**src/rtl/mac_pkg.sv**
```systemverilog
// mac_pkg: shared state type and width helpers for the matrix-vector MAC sequencer
package mac_pkg;
    typedef enum logic [2:0] {IDLE, CLEAR, FETCH, DRAIN, OUT} mac_seq_state_t;
    localparam int DEF_DATA_WIDTH = 8;
    localparam int ACC_WIDTH = 3 * DEF_DATA_WIDTH;
    function automatic int acc_width(input int dw);
        return 3 * dw;
    endfunction
    function automatic int cnt_width(input int n);
        return n > 1 ? $clog2(n) : 1;
    endfunction
    function automatic int a_addr_width(input int rows, input int cols);
        return cnt_width(rows * cols);
    endfunction
endpackage

```
**src/rtl/mac_seq_ctrl_if.sv**
```systemverilog
// mac_seq_ctrl_if: operand memory, MAC and result stream signals of the sequencer
interface mac_seq_ctrl_if #(parameter int DATA_WIDTH = 8, parameter int ROWS = 8, parameter int COLS = 8);
    import mac_pkg::*;
    localparam int AW = a_addr_width(ROWS, COLS);
    localparam int XW = cnt_width(COLS);
    localparam int RW = cnt_width(ROWS);
    localparam int AccW = acc_width(DATA_WIDTH);
    logic [AW-1:0] a_addr;
    logic [XW-1:0] x_addr;
    logic rd_en;
    logic [DATA_WIDTH-1:0] a_rdata;
    logic [DATA_WIDTH-1:0] x_rdata;
    logic mac_en;
    logic mac_clr;
    logic [DATA_WIDTH-1:0] mac_ain;
    logic [DATA_WIDTH-1:0] mac_bin;
    logic [AccW-1:0] mac_cout;
    logic y_valid;
    logic y_ready;
    logic [AccW-1:0] y_data;
    logic [RW-1:0] y_row;
    modport master (
        output a_addr, x_addr, rd_en, mac_en, mac_clr, mac_ain, mac_bin, y_valid, y_data, y_row,
        input a_rdata, x_rdata, mac_cout, y_ready
    );
    modport slave (
        input a_addr, x_addr, rd_en, mac_en, mac_clr, mac_ain, mac_bin, y_valid, y_data, y_row,
        output a_rdata, x_rdata, mac_cout, y_ready
    );
endinterface

```
**src/rtl/mac_seq_cnt.sv**
```systemverilog
// mac_seq_cnt: row/col counter pair with wrap and last-flags
module mac_seq_cnt import mac_pkg::*; #(
    parameter int ROWS = 8,
    parameter int COLS = 8
) (
    input  logic clk,
    input  logic rst,
    input  logic row_clr,
    input  logic row_inc,
    input  logic col_clr,
    input  logic col_inc,
    output logic [cnt_width(ROWS)-1:0] row,
    output logic [cnt_width(COLS)-1:0] col,
    output logic row_last,
    output logic col_last
);
    localparam int RW = cnt_width(ROWS);
    localparam int CW = cnt_width(COLS);
    assign row_last = row == RW'(ROWS - 1);
    assign col_last = col == CW'(COLS - 1);
    always_ff @(posedge clk) begin
        if (rst || row_clr) row <= '0;
        else if (row_inc) row <= row_last ? '0 : row + 1'b1;
        if (rst || col_clr) col <= '0;
        else if (col_inc) col <= col_last ? '0 : col + 1'b1;
    end
endmodule

```
**src/rtl/mac_seq_ctrl.sv**
```systemverilog
// mac_seq_ctrl: sequences one MAC through y = A*x row by row onto a valid/ready stream
module mac_seq_ctrl import mac_pkg::*; #(
    parameter int DATA_WIDTH = 8,
    parameter int ROWS = 8,
    parameter int COLS = 8
) (
    input  logic clk,
    input  logic rst,
    input  logic start,
    output logic busy,
    output logic done,
    mac_seq_ctrl_if.master bus
);
    localparam int RW = cnt_width(ROWS);
    localparam int CW = cnt_width(COLS);
    localparam int AW = a_addr_width(ROWS, COLS);
    mac_seq_state_t state, next;
    logic row_clr, row_inc, col_clr, col_inc, row_last, col_last;
    logic [RW-1:0] row;
    logic [CW-1:0] col;
    mac_seq_cnt #(.ROWS(ROWS), .COLS(COLS)) cnt (
        .clk(clk), .rst(rst),
        .row_clr(row_clr), .row_inc(row_inc), .col_clr(col_clr), .col_inc(col_inc),
        .row(row), .col(col), .row_last(row_last), .col_last(col_last)
    );
    always_ff @(posedge clk) begin
        state <= rst ? IDLE : next;
        bus.mac_en <= !rst && state == FETCH;
        done <= !rst && state == OUT && bus.y_ready && row_last;
    end
    always_comb begin
        next = state;
        row_clr = 1'b0;
        row_inc = 1'b0;
        col_clr = 1'b0;
        col_inc = 1'b0;
        unique case (state)
            IDLE: begin
                row_clr = start;
                next = start ? CLEAR : IDLE;
            end
            CLEAR: begin
                col_clr = 1'b1;
                next = FETCH;
            end
            FETCH: begin
                col_inc = 1'b1;
                next = col_last ? DRAIN : FETCH;
            end
            DRAIN: next = OUT;
            OUT: begin
                row_inc = bus.y_ready && !row_last;
                next = !bus.y_ready ? OUT : row_last ? IDLE : CLEAR;
            end
            default: next = IDLE;
        endcase
    end
    assign busy = state != IDLE;
    assign bus.rd_en = state == FETCH;
    assign bus.mac_clr = state == CLEAR;
    assign bus.y_valid = state == OUT;
    assign bus.a_addr = AW'(int'(row) * COLS + int'(col));
    assign bus.x_addr = col;
    assign bus.y_row = row;
    assign bus.y_data = bus.mac_cout;
    assign bus.mac_ain = bus.a_rdata;
    assign bus.mac_bin = bus.x_rdata;
endmodule

```
**src/flat_wrapper.sv**
```systemverilog
// flat-port wrapper written by rule: the top's interface ports become plain ports
module mac_seq_ctrl_flat import mac_pkg::*;
#(
    parameter int DATA_WIDTH = 8,
    parameter int ROWS = 8,
    parameter int COLS = 8
)
  (clk, rst, start, busy, done, bus_a_addr, bus_x_addr, bus_rd_en, bus_mac_en, bus_mac_clr, bus_mac_ain, bus_mac_bin, bus_y_valid, bus_y_data, bus_y_row, bus_a_rdata, bus_x_rdata, bus_mac_cout, bus_y_ready);
  mac_seq_ctrl_if #(.DATA_WIDTH(DATA_WIDTH), .ROWS(ROWS), .COLS(COLS)) bus_i ();
  input  logic clk;
  input  logic rst;
  input  logic start;
  output logic busy;
  output logic done;
  output wire logic [$bits(bus_i.a_addr)-1:0] bus_a_addr;
  output wire logic [$bits(bus_i.x_addr)-1:0] bus_x_addr;
  output wire logic [$bits(bus_i.rd_en)-1:0] bus_rd_en;
  output wire logic [$bits(bus_i.mac_en)-1:0] bus_mac_en;
  output wire logic [$bits(bus_i.mac_clr)-1:0] bus_mac_clr;
  output wire logic [$bits(bus_i.mac_ain)-1:0] bus_mac_ain;
  output wire logic [$bits(bus_i.mac_bin)-1:0] bus_mac_bin;
  output wire logic [$bits(bus_i.y_valid)-1:0] bus_y_valid;
  output wire logic [$bits(bus_i.y_data)-1:0] bus_y_data;
  output wire logic [$bits(bus_i.y_row)-1:0] bus_y_row;
  input wire logic [$bits(bus_i.a_rdata)-1:0] bus_a_rdata;
  input wire logic [$bits(bus_i.x_rdata)-1:0] bus_x_rdata;
  input wire logic [$bits(bus_i.mac_cout)-1:0] bus_mac_cout;
  input wire logic [$bits(bus_i.y_ready)-1:0] bus_y_ready;
  assign bus_a_addr = bus_i.a_addr;
  assign bus_x_addr = bus_i.x_addr;
  assign bus_rd_en = bus_i.rd_en;
  assign bus_mac_en = bus_i.mac_en;
  assign bus_mac_clr = bus_i.mac_clr;
  assign bus_mac_ain = bus_i.mac_ain;
  assign bus_mac_bin = bus_i.mac_bin;
  assign bus_y_valid = bus_i.y_valid;
  assign bus_y_data = bus_i.y_data;
  assign bus_y_row = bus_i.y_row;
  assign bus_i.a_rdata = bus_a_rdata;
  assign bus_i.x_rdata = bus_x_rdata;
  assign bus_i.mac_cout = bus_mac_cout;
  assign bus_i.y_ready = bus_y_ready;
  mac_seq_ctrl #(.DATA_WIDTH(DATA_WIDTH), .ROWS(ROWS), .COLS(COLS)) u_core (.clk(clk), .rst(rst), .start(start), .busy(busy), .done(done), .bus(bus_i));
endmodule
```
**config.mk**
```make
export PLATFORM = sky130hd
export DESIGN_NAME = mac_seq_ctrl_flat
export DESIGN_NICKNAME = d
export VERILOG_FILES = /design/src/rtl/mac_pkg.sv /design/src/rtl/mac_seq_ctrl_if.sv /design/src/rtl/mac_seq_cnt.sv /design/src/rtl/mac_seq_ctrl.sv /design/src/flat_wrapper.sv
export SDC_FILE = /design/constraint.sdc
export NUM_CORES = 1
export LEC_CHECK = 0
export BUFFER_PORTS_ARGS = -buffer_cell sky130_fd_sc_hd__clkbuf_2
export CELL_PAD_IN_SITES_DETAIL_PLACEMENT = 1
export CELL_PAD_IN_SITES_GLOBAL_PLACEMENT = 2
export CORE_ASPECT_RATIO = 1.5
export CORE_MARGIN = 1.5
export CORE_UTILIZATION = 17
export DETAILED_ROUTE_END_ITERATION = 8
export GPL_ROUTABILITY_DRIVEN = 0
export GPL_TIMING_DRIVEN = 1
export MAX_ROUTING_LAYER = met4
export PLACE_DENSITY = 0.91
export SYNTH_ARGS = -nofsm -noshare
export SYNTH_HDL_FRONTEND = slang
export SYNTH_SLANG_ARGS = --single-unit
```
**constraint.sdc**
```tcl
create_clock -name clk -period 2.2 [get_ports clk]
set_input_delay 0.11 -clock clk [delete_from_list [all_inputs] [get_ports clk]]
set_output_delay 0.11 -clock clk [all_outputs]
set_load 0.02 [all_outputs]
```
* Word-level counts from Yosys, hierarchy flattened
Cells that the tools add are included.
** Cells by class
- $add $sub $neg :: 3
- Equality and inequality tests :: 6
- Muxes and demuxes :: 11
- Reductions and logical operators :: 11
** Operator list (count)
- $pmux W3 S5 :: 1
- $eq A3 B3 Y1 const B :: 3
- $mux W3 :: 3
- $mux W1 :: 7
- $add A3 B1 Y3 const B :: 2
- $add A6 B3 Y6 :: 1
- $eq A3 B2 Y1 const B :: 2
- $logic_and A1 B1 Y1 :: 5
- $eq A3 B1 Y1 const B :: 1
- $logic_not A3 Y1 :: 1
- $reduce_bool A3 Y1 :: 1
- $logic_not A1 Y1 :: 2
- $logic_or A1 B1 Y1 :: 2
** Word-level totals
- Register bits :: 11
- Output and inout bits :: 58
- Word-level logic and storage cells :: 36

* Depth between registers and ports, before layout
Gate-level depths: netlist of the first run.
- Depth in word-level cells :: 4
- Gate-level depth with buffers :: 5

* Hierarchy
A second synthesis of the first run with hierarchy kept.
** Second synthesis, totals
- Cells, all modules :: 96
- Area, all modules :: 912.1 sq um
** By module, submodules not included
- mac_seq_ctrl :: instances 1, cells each 70, area an instance 618.1 sq um
- mac_seq_cnt :: instances 1, cells each 26, area an instance 294.0 sq um

* Worst setup path after synthesis of the first run
Ideal clock, no wire load.
- Path kind :: reg2reg
- From :: register u_core.state[0]
- To :: register u_core.cnt.col[0]
- Setup time :: 0.114 ns
- Arrival time :: 1.297 ns
- Data required time :: 2.086 ns
- Setup slack :: 0.789 ns
- Cell stages (with the launch flop) :: 5
- Buffers on the path :: 1
- Period minus slack after synthesis :: 1.411 ns
- Cell sequence :: dfxtp_1 -> buf_4 -> nor3b_1 -> or2_2 -> nor2_1
** Between the ends
- Cells in the longest elaborated chain, start to end :: 3
- Elaborated cells between the ends (all ways) :: 5
** RTL lines
- start: declaration :: RTL line mac_seq_ctrl.sv:17 : mac_seq_state_t state, next;
- start signal: assignment :: RTL line mac_seq_ctrl.sv:27 : state <= rst ? IDLE : next;
- $eq A3 B1 Y1
- via bus_mac_clr :: RTL line flat_wrapper.sv:19 : output wire logic [$bits(bus_i.mac_clr)-1:0] bus_mac_clr;
- $mux W1 :: RTL line mac_seq_ctrl.sv:37 : unique case (state)
- $logic_or A1 B1 Y1 :: RTL line mac_seq_cnt.sv:24 : if (rst || col_clr) col <= '0;
- end signal: assignment :: RTL line mac_seq_cnt.sv:25 : else if (col_inc) col <= col_last ? '0 : col + 1'b1;
- end: declaration :: RTL line mac_seq_cnt.sv:13 : output logic [cnt_width(COLS)-1:0] col,
The timed path passes the listed nets, and every way through them passes these cells.
A chain may end at the register's enable or synchronous reset.

* Worst setup path after layout of the first run
- From :: register u_core.state[1]
- To :: output port bus_rd_en
** Between the ends
- Cells in the longest elaborated chain, start to end :: 1
** RTL lines
- $eq A3 B2 Y1 :: RTL line mac_seq_ctrl.sv:59 : assign bus.rd_en = state == FETCH;
- end: declaration :: RTL line flat_wrapper.sv:17 : output wire logic [$bits(bus_i.rd_en)-1:0] bus_rd_en;
Every way passes these cells.

==> out/qor.csv, run 1 <==
stage,metric,value,unit
yosys,netlist_area,908,um2
placement,place_hpwl,1190,um
floorplanning,die_x,62.7,um
pwr,swShare,26.3,%
hold_path,hold_path.class,input pin to register,
clock_network,numCtsBuffers,3,
critical_path,cp.required,2.09,ns
critical_path,crit_start,u_core.state[1],
layout,area_growth,-15.0,%
timing,finalClockSkew,0.00138,ns
layout,layoutNonFillerInstCount,144,
pwr,internal_power,0.369,mW
clock_network,clockBufferDepth,2,
placement,place_ws,0.865,ns
global_routing,grt_max_degree,11,
clock_network,root_buffer,clkbuf_8,
yosys,ys_types,26,
yosys,syn_nets,148,
critical_path,cp-endpoint,bus_rd_en,
global_routing,antenna_found_initial,0,
pwr,p_sw,0.132,mW
pwr,total_leakage_power,0.310,nW
critical_path,critPathMaxFanout,10,
clock_network,ctsHoldBuffers,0,
timing,min_period,1.53,ns
yosys,syn_inst,100,
floorplanning,core_region_area,0.00516,mm2
timing,fin_crit_sh,69.6,%
placement,placed_cells,140,
yosys,synth-async-reset-ratio,0,%
job,cap_violations,0,
critical_path,cp-end-kind,output pin,
critical_path,r2r_slack,0.86,ns
clock_network,htree_levels,1,
floorplanning,die-area,0.00580,mm2
pwr,clkPwrFrac,40.9,%
timing,fin_ws,0.669,ns
clock_network,worstSkewPairLatency,0.24,ns
clock_network,ctsResizeCount,0,
critical_path,crit_type,register to output pin,
yosys,synth_edf_count,0,
timing,slew_headroom,71.1,%
clock_network,numClockSinks,11,
yosys,synth_top_cell_by_area,buf_4,
detailed_routing,drtPass1Iterations,4,
floorplanning,num_rows,32,
timing,finalHoldViolCount,0,
detailed_routing,vias_per_cell,3.57,
detailed_routing,drc,0,
detailed_routing,ant_nets,0,
timing,finalMaxSlewViolations,0,
critical_path,crit_path_top_delay_cell,dfxtp_1,
timing,fmax,653,MHz
pwr,peakVddDrop,134,uV
pwr,p_seq_share,44.4,%
yosys,avgSynthCellArea,9.08,um2
detailed_routing,wl,1570,um
yosys,ys_seq_area_share,24.2,%
detailed_routing,vias,514,
status,status,"finished, final reports clean",
floorplanning,design.portCount,102,
yosys,synth_top_cell_area_share,39.7,%
critical_path,critPathMaxStageDelay,0.52,ns
critical_path,setup.worst_path.start_class,register,
clock_network,cts_tree,yes,
critical_path,reg2reg_depth,4,
global_routing,grt_pass1_vias,539,
detailed_routing,first_iter_violations,18,
pwr,combPwrFrac,14.8,%
global_routing,track_usage,5.73,%
critical_path,crit_chain,"nor3b_4, clkbuf_2",
critical_path,crit-reg2reg-launch,u_core.cnt.row[0],
placement,io_buffers,21,
pwr,power_density,648,mW/mm2
floorplanning,die_y,92.5,um
yosys,synth-main-ff-cell,dfxtp_1,
yosys,ys_ff_latch,11,
layout,n_antenna_cell,0,
clock_network,path_clk_slew,0.05,ns
layout,fin_nets,125,
global_routing,grt_pass1_wl,2460,um
timing,rsz0062_at_grt,false,
floorplanning,start_util,17.6,%
timing,setup_violations,0,
yosys,yosysWarningCount,0,
timing,finalSetupTns,0,ns
global_routing,grt_overflow,0,
critical_path,reg2reg_to,u_core.cnt.row[0],
layout,drive_gt1_share,40.8,%
yosys,synthTopCellsByArea,"buf_4, dfxtp_1, ha_1, mux2i_1, nand4bb_4",
critical_path,worst_ep_arrival_time,1.42,ns
detailed_routing,wire_per_inst,10.9,um
timing,tightest_slew,0.433,ns
clock_network,post-cts-setup-buffers,0,
[placed cells by master (no fill, tap or decap), drive strengths merged]
cell and n:
xnor2 1, nor2 4, nand3 2, o21ai 3, or3 2, ha 4, and4bb 1, nor4b 1
nor2b 1, dfxtp 11, nand2b 1, nand4bb 1, nand3b 1, nor3 3, nor3b 3, mux2i 3
o21a 1, inv 1, or2 2, clkbuf 25, a21oi 4, a221oi 1
[through the flow]
step / utilization [%] / total power [mW] / area, um2 / hold slack [ns]
2_1_floorplan: - / 0.391 / 908 / 0.179
3_3_place_gp: 14.1 / 0.301 / 727 / 0.220
3_5_place_dp: 14.1 / 0.302 / 727 / 0.220
4_1_cts: 14.9 / 0.510 / 772 / 0.148
5_1_grt: 14.9 / 0.530 / 772 / 0.164
6_report: 14.9 / 0.501 / 772 / 0.141
[state kept, by name, indices dropped and copies added, names as in the netlist]
register and count:
u_core.bus.mac_en 1, u_core.cnt.col 3, u_core.cnt.row 3, u_core.done 1, u_core.state 3
[how the worst min path moves through the flow]
stage                    from         endpoint  slack (ns)  cells after the start
4_1_cts                   rst  u_core.state[2]        0.15                      2
6_report                  rst  u_core.state[2]        0.14                      2
3_3_place_gp   bus_x_rdata[4]   bus_mac_bin[4]        0.22                      0
3_5_place_dp   bus_x_rdata[4]   bus_mac_bin[4]        0.22                      0
5_1_grt                   rst  u_core.state[2]        0.16                      2
2_1_floorplan             rst  u_core.state[2]        0.18                      1
[critical path, delay by kind of cell, from the launching register on]
family        cells  cell delay, ns
buf+inv           1            0.25
flops             1            0.52
simple gates      1            0.42
[power groups by stage]
stage | Combinational (mW) | Clock [mW] | Sequential [mW]
floorplan | 0.173 | 0 | 0.218
global placement | 0.0752 | 0 | 0.225
detailed placement | 0.0757 | 0 | 0.226
CTS | 0.0763 | 0.212 | 0.222
global route | 0.0805 | 0.226 | 0.224
finish | 0.0739 | 0.205 | 0.222
[kinds of logic after synthesis]
family,share of synthesized area (%)
mux,3.31
compound gates,6.06
simple gates,18.6
buf+inv,41.3
flops,24.2
fa+ha+maj,5.51
xor+xnor,0.964
[final cells by class]
| class | instances | area [um2] |
|---|---|---|
| Clock buffer | 4 | 45.0 |
| Fill cell | 614 | 4390 |
| Inverter | 1 | 3.75 |
| Multi-Input combinational cell | 39 | 313 |
| Sequential cell | 11 | 220 |
| Tap cell | 68 | 85.1 |
| Timing Repair Buffer | 21 | 105 |
[synthesized netlist by cell type, types with 2 or more instances]
cell type and instances:
nand3_1 2, buf_4 48, dfxtp_1 11, ha_1 4, nor3b_1 2, o21ai_0 3, or2_2 2, mux2i_1 3
nor3_1 3, nor2_1 4, a21oi_1 3
[routing by layer]
metal	up-vias	wire length, um	global-route usage, %
li1	237	-	-
met1	233	619	6.09
met2	26	690	7.80
met3	18	163	2.43
met4	0	91	5.56
met5	-	0	-
No activity file was read; power rests on OpenSTA's default activity.
==> inputs of run 2 (changes only) <==
--- a/config.mk
+++ b/config.mk
@@ -10,12 +10,12 @@
 export CELL_PAD_IN_SITES_GLOBAL_PLACEMENT = 2
 export CORE_ASPECT_RATIO = 1.5
 export CORE_MARGIN = 1.5
-export CORE_UTILIZATION = 17
+export CORE_UTILIZATION = 16
 export DETAILED_ROUTE_END_ITERATION = 8
 export GPL_ROUTABILITY_DRIVEN = 0
 export GPL_TIMING_DRIVEN = 1
 export MAX_ROUTING_LAYER = met4
-export PLACE_DENSITY = 0.91
+export PLACE_DENSITY = 0.87
 export SYNTH_ARGS = -nofsm -noshare
 export SYNTH_HDL_FRONTEND = slang
 export SYNTH_SLANG_ARGS = --single-unit
==> constraint.sdc (replaced) <==
create_clock -name clk -period 1.5 [get_ports clk]
set_input_delay 0.075 -clock clk [delete_from_list [all_inputs] [get_ports clk]]
set_output_delay 0.075 -clock clk [all_outputs]
set_load 0.02 [all_outputs]
==> out/qor.csv, run 2 (same netlist as run 1, synthesis figures left out) <==
stage,metric,value,unit
floorplanning,die_y,95.3,um
critical_path,reg2reg_to,u_core.state[0],
layout,n_antenna_cell,0,
critical_path,cp.required,1.42,ns
timing,fmax,712,MHz
global_routing,grt_overflow,0,
timing,setup_violations,0,
critical_path,worst_ep_arrival_time,1.33,ns
global_routing,grt_pass1_wl,2580,um
pwr,peakVddDrop,258,uV
layout,area_growth,-12.0,%
pwr,total_leakage_power,0.327,nW
job,cap_violations,0,
floorplanning,core_region_area,0.00549,mm2
critical_path,crit-reg2reg-launch,u_core.cnt.row[0],
critical_path,setup.worst_path.start_class,register,
pwr,power_density,933,mW/mm2
clock_network,path_clk_slew,0.05,ns
layout,fin_nets,128,
floorplanning,num_rows,33,
detailed_routing,wl,1750,um
detailed_routing,vias_per_cell,3.63,
critical_path,r2r_slack,0.13,ns
timing,finalHoldViolCount,0,
placement,io_buffers,21,
critical_path,path_depth,2,
detailed_routing,wire_per_inst,11.8,um
critical_path,reg2reg_depth,5,
status,status,"finished, final reports clean",
layout,layoutNonFillerInstCount,149,
floorplanning,start_util,16.5,%
placement,placed_cells,142,
layout,layout_common_cells,"clkbuf_2, dfxtp_1, nor2_1, ha_1",
critical_path,crit_family,flip-flops,
detailed_routing,drtPass1Iterations,2,
layout,mostFrequentLayoutCell,clkbuf_2,
timing,fin_crit_sh,93.6,%
critical_path,cp-end-kind,output pin,
detailed_routing,vias,541,
critical_path,crit_path_top_delay_cell,dfxtp_1,
critical_path,crit_chain,"nor3b_4, clkbuf_2",
timing,rsz0062_at_grt,false,
floorplanning,die_x,64.5,um
clock_network,root_buffer,clkbuf_8,
hold_path,worstHoldPathCells,2,
clock_network,ctsHoldBuffers,0,
hold_path,min_to,u_core.state[2],
clock_network,worstSkewPairLatency,0.24,ns
timing,finalMaxSlewViolations,0,
clock_network,clockBufferDepth,2,
global_routing,grt_max_degree,11,
timing,finalSetupTns,0,ns
placement,place_hpwl,1340,um
global_routing,antenna_found_initial,0,
timing,slew_headroom,74.2,%
hold_path,hold_start,rst,
clock_network,numClockSinks,11,
layout,drive_gt1_share,45.6,%
global_routing,track_usage,6.04,%
floorplanning,die-area,0.00615,mm2
timing,finalClockSkew,0.00190,ns
critical_path,critPathMaxFanout,10,
detailed_routing,ant_nets,0,
detailed_routing,drc,0,
timing,min_period,1.40,ns
layout,final_core_util,14.6,%
hold_path,hold_path.class,input pin to register,
clock_network,numCtsBuffers,3,
detailed_routing,first_iter_violations,11,
clock_network,cts_tree,yes,
clock_network,htree_levels,1,
critical_path,cp_num_buf_inv,1,
critical_path,critPathMaxStageDelay,0.52,ns
layout,reg_top3,"u_core.cnt.col x3, u_core.cnt.row x3, u_core.state x3",
critical_path,crit_type,register to output pin,
global_routing,grt_pass1_vias,540,
timing,tightest_slew,0.382,ns
floorplanning,design.portCount,102,
run 2: layout make-up:
type                       count  area [um2]
clock buffer                   4        45.0
fill                         645        4690
sequential                    11         223
inverter                       1        3.75
tap                           70        87.6
timing repair buffer          24         128
multi-input combinational     39         313
run 2: worst register-to-register path: stages, from the launching register on:
cell and delay [ns]:
dfxtp_1 0.39, ha_1 0.17, ha_1 0.21, inv_1 0.11
a221oi_1 0.29, nor3_1 0.07
run 2: how the worst max path moves through the flow:
stage	from	to	slack, ns
after floorplan	u_core.state[0]	u_core.cnt.col[0]	0.09
after global placement	u_core.cnt.row[0]	u_core.cnt.row[0]	0.21
after detailed placement	u_core.cnt.row[0]	u_core.state[0]	0.12
after CTS	u_core.state[1]	bus_rd_en	0.006
after global routing	u_core.cnt.row[0]	u_core.state[0]	0.03
final	u_core.state[1]	bus_rd_en	0.1
run 2: routing by layer:
metal  track usage [%]  routed length (um)  up-vias
met1              5.38                 639      247
met3              2.01                 195       26
met4              9.04                 184        0
met5                 -                   0        -
met2              8.33                 732       24
li1                  -                   -      244
run 2: through the flow:
step                      hold slack (ns)  worst slack, ns  cell area [um2]  power (mW)
after global routing                0.126           0.0332              800       0.783
after detailed placement            0.150            0.116              729       0.444
after floorplan                     0.144           0.0887              908       0.574
final                               0.111           0.0954              800       0.746
after CTS                           0.118          0.00626              774       0.746
after global placement              0.150            0.209              729       0.441
run 2: repair_timing:
action	CTS	global route
buffers inserted	0	3
setup endpoints to repair	0	3
gates resized for setup	0	2
run 2: report_power, final:
part           internal, mW  total (mW)  switching, mW
sequential            0.304       0.326         0.0222
clock                 0.187       0.298          0.111
combinational        0.0600       0.122         0.0615
==> inputs of run 3 (changes only) <==
--- a/config.mk
+++ b/config.mk
@@ -6,9 +6,9 @@
 export NUM_CORES = 1
 export LEC_CHECK = 0
 export BUFFER_PORTS_ARGS = -buffer_cell sky130_fd_sc_hd__clkbuf_2
+export CAP_MARGIN = 5
 export CELL_PAD_IN_SITES_DETAIL_PLACEMENT = 1
 export CELL_PAD_IN_SITES_GLOBAL_PLACEMENT = 2
-export CORE_ASPECT_RATIO = 1.5
 export CORE_MARGIN = 1.5
 export CORE_UTILIZATION = 16
 export DETAILED_ROUTE_END_ITERATION = 8
==> out/qor.csv, run 3 (same netlist as run 1, synthesis figures left out) <==
stage,metric,value,unit
layout,area_growth,-10.2,%
floorplanning,design.portCount,102,
global_routing,track_usage,5.89,%
detailed_routing,vias_per_cell,3.50,
floorplanning,start_util,16.5,%
hold_path,hold_path.class,input pin to register,
timing,slew_headroom,74.2,%
timing,fin_crit_sh,94.3,%
detailed_routing,drc,0,
detailed_routing,ant_nets,0,
hold_path,worstHoldPathCells,2,
clock_network,numCtsBuffers,3,
critical_path,cp.required,1.42,ns
detailed_routing,first_iter_violations,17,
status,status,"finished, final reports clean",
critical_path,critPathMaxFanout,10,
pwr,peakVddDrop,202,uV
global_routing,grt_max_degree,11,
detailed_routing,wire_per_inst,10.7,um
floorplanning,num_rows,27,
clock_network,clockBufferDepth,2,
job,cap_violations,0,
clock_network,htree_levels,1,
pwr,power_density,926,mW/mm2
critical_path,worst_ep_arrival_time,1.34,ns
hold_path,min_to,u_core.state[2],
layout,drive_gt1_share,45.7,%
clock_network,path_clk_slew,0.05,ns
layout,reg_top3,"u_core.cnt.col x3, u_core.cnt.row x3, u_core.state x3",
floorplanning,core_region_area,0.00551,mm2
hold_path,hold_start,rst,
layout,layout_common_cells,"clkbuf_2, dfxtp_1, buf_4",
critical_path,setup.worst_path.start_class,register,
clock_network,cts_tree,yes,
pwr,total_leakage_power,0.337,nW
global_routing,grt_overflow,0,
floorplanning,die_x,78.3,um
placement,io_buffers,21,
critical_path,reg2reg_to,u_core.cnt.col[0],
timing,finalHoldViolCount,0,
detailed_routing,drtPass1Iterations,2,
layout,final_core_util,14.8,%
critical_path,cp-end-kind,output pin,
clock_network,worstSkewPairLatency,0.24,ns
placement,place_hpwl,1200,um
pwr,power,0.756,mW
timing,finalClockSkew,0.00638,ns
timing,tightest_slew,0.381,ns
clock_network,numClockSinks,11,
critical_path,reg2reg_depth,4,
global_routing,antenna_found_initial,0,
timing,min_period,1.41,ns
timing,finalMaxSlewViolations,0,
floorplanning,die_y,78.3,um
global_routing,grt_pass1_wl,2490,um
layout,n_antenna_cell,0,
global_routing,grt_pass1_vias,504,
layout,fin_nets,130,
timing,fmax,707,MHz
critical_path,crit-reg2reg-launch,u_core.state[1],
critical_path,r2r_slack,0.13,ns
detailed_routing,vias,536,
layout,mostFrequentLayoutCell,clkbuf_2,
clock_network,ctsHoldBuffers,0,
detailed_routing,wl,1630,um
critical_path,crit_type,register to output pin,
clock_network,root_buffer,clkbuf_8,
floorplanning,die-area,0.00614,mm2
timing,setup_violations,0,
run 3: cell types whose count changed in the layout (fill, tap and decap cells not counted):
cell	delta
dfxtp_1	+1
buf_4	+2
dfxtp_2	-1
run 3: per-layer routing:
layer	routed length, um	up-vias	track usage, %
li1	-	249	-
met1	687	258	6.26
met2	719	22	7.91
met3	198	7	4.07
met4	29	0	3.57
met5	0	-	-
run 3: worst max-delay path, cell delays in order (launching register included):
cell and delay [ns]:
dfxtp_1 0.51, nor3b_4 0.35, clkbuf_2 0.23
run 3: cell type report:
cell class | count | area [um2]
multi-input combinational | 39 | 313
sequential | 11 | 221
fill | 657 | 4690
clock buffer | 4 | 45.0
timing repair buffer | 26 | 143
tap | 72 | 90.1
inverter | 1 | 3.75
run 3: how the worst max path moves through the flow:
stage	start	to	slack, ns
global placement	u_core.cnt.row[0]	u_core.state[0]	0.18
detailed placement	u_core.cnt.row[0]	u_core.state[0]	0.16
floorplan	u_core.state[0]	u_core.cnt.col[0]	0.09
finish	u_core.state[1]	bus_rd_en	0.09
global route	u_core.state[1]	bus_rd_en	-0.006
CTS	u_core.state[1]	bus_rd_en	0.02
run 3: power breakdown:
part	switching [mW]	leakage, nW	internal (mW)	total [mW]
clock	0.113	0.0228	0.187	0.300
combinational	0.0660	0.225	0.0662	0.132
sequential	0.0195	0.0896	0.304	0.323
total	0.199	0.337	0.557	0.756
run 3: timing repair:
item                       CTS  global route
resized for setup            0             1
setup endpoints to repair    0             2
buffers inserted             0             4
run 3: stage by stage:
| stage | hold slack [ns] | instances | setup WS (ns) | instance area (um2) | TNS, ns |
|---|---|---|---|---|---|
| after floorplan | 0.144 | 100 | 0.0887 | 908 | 0 |
| after global placement | 0.150 | 145 | 0.176 | 739 | 0 |
| after detailed placement | 0.150 | 145 | 0.159 | 739 | 0 |
| after CTS | 0.0900 | 149 | 0.0154 | 785 | 0 |
| after global routing | 0.0970 | 153 | -0.00647 | 816 | -0.00647 |
| final | 0.0837 | 153 | 0.0861 | 816 | 0 |
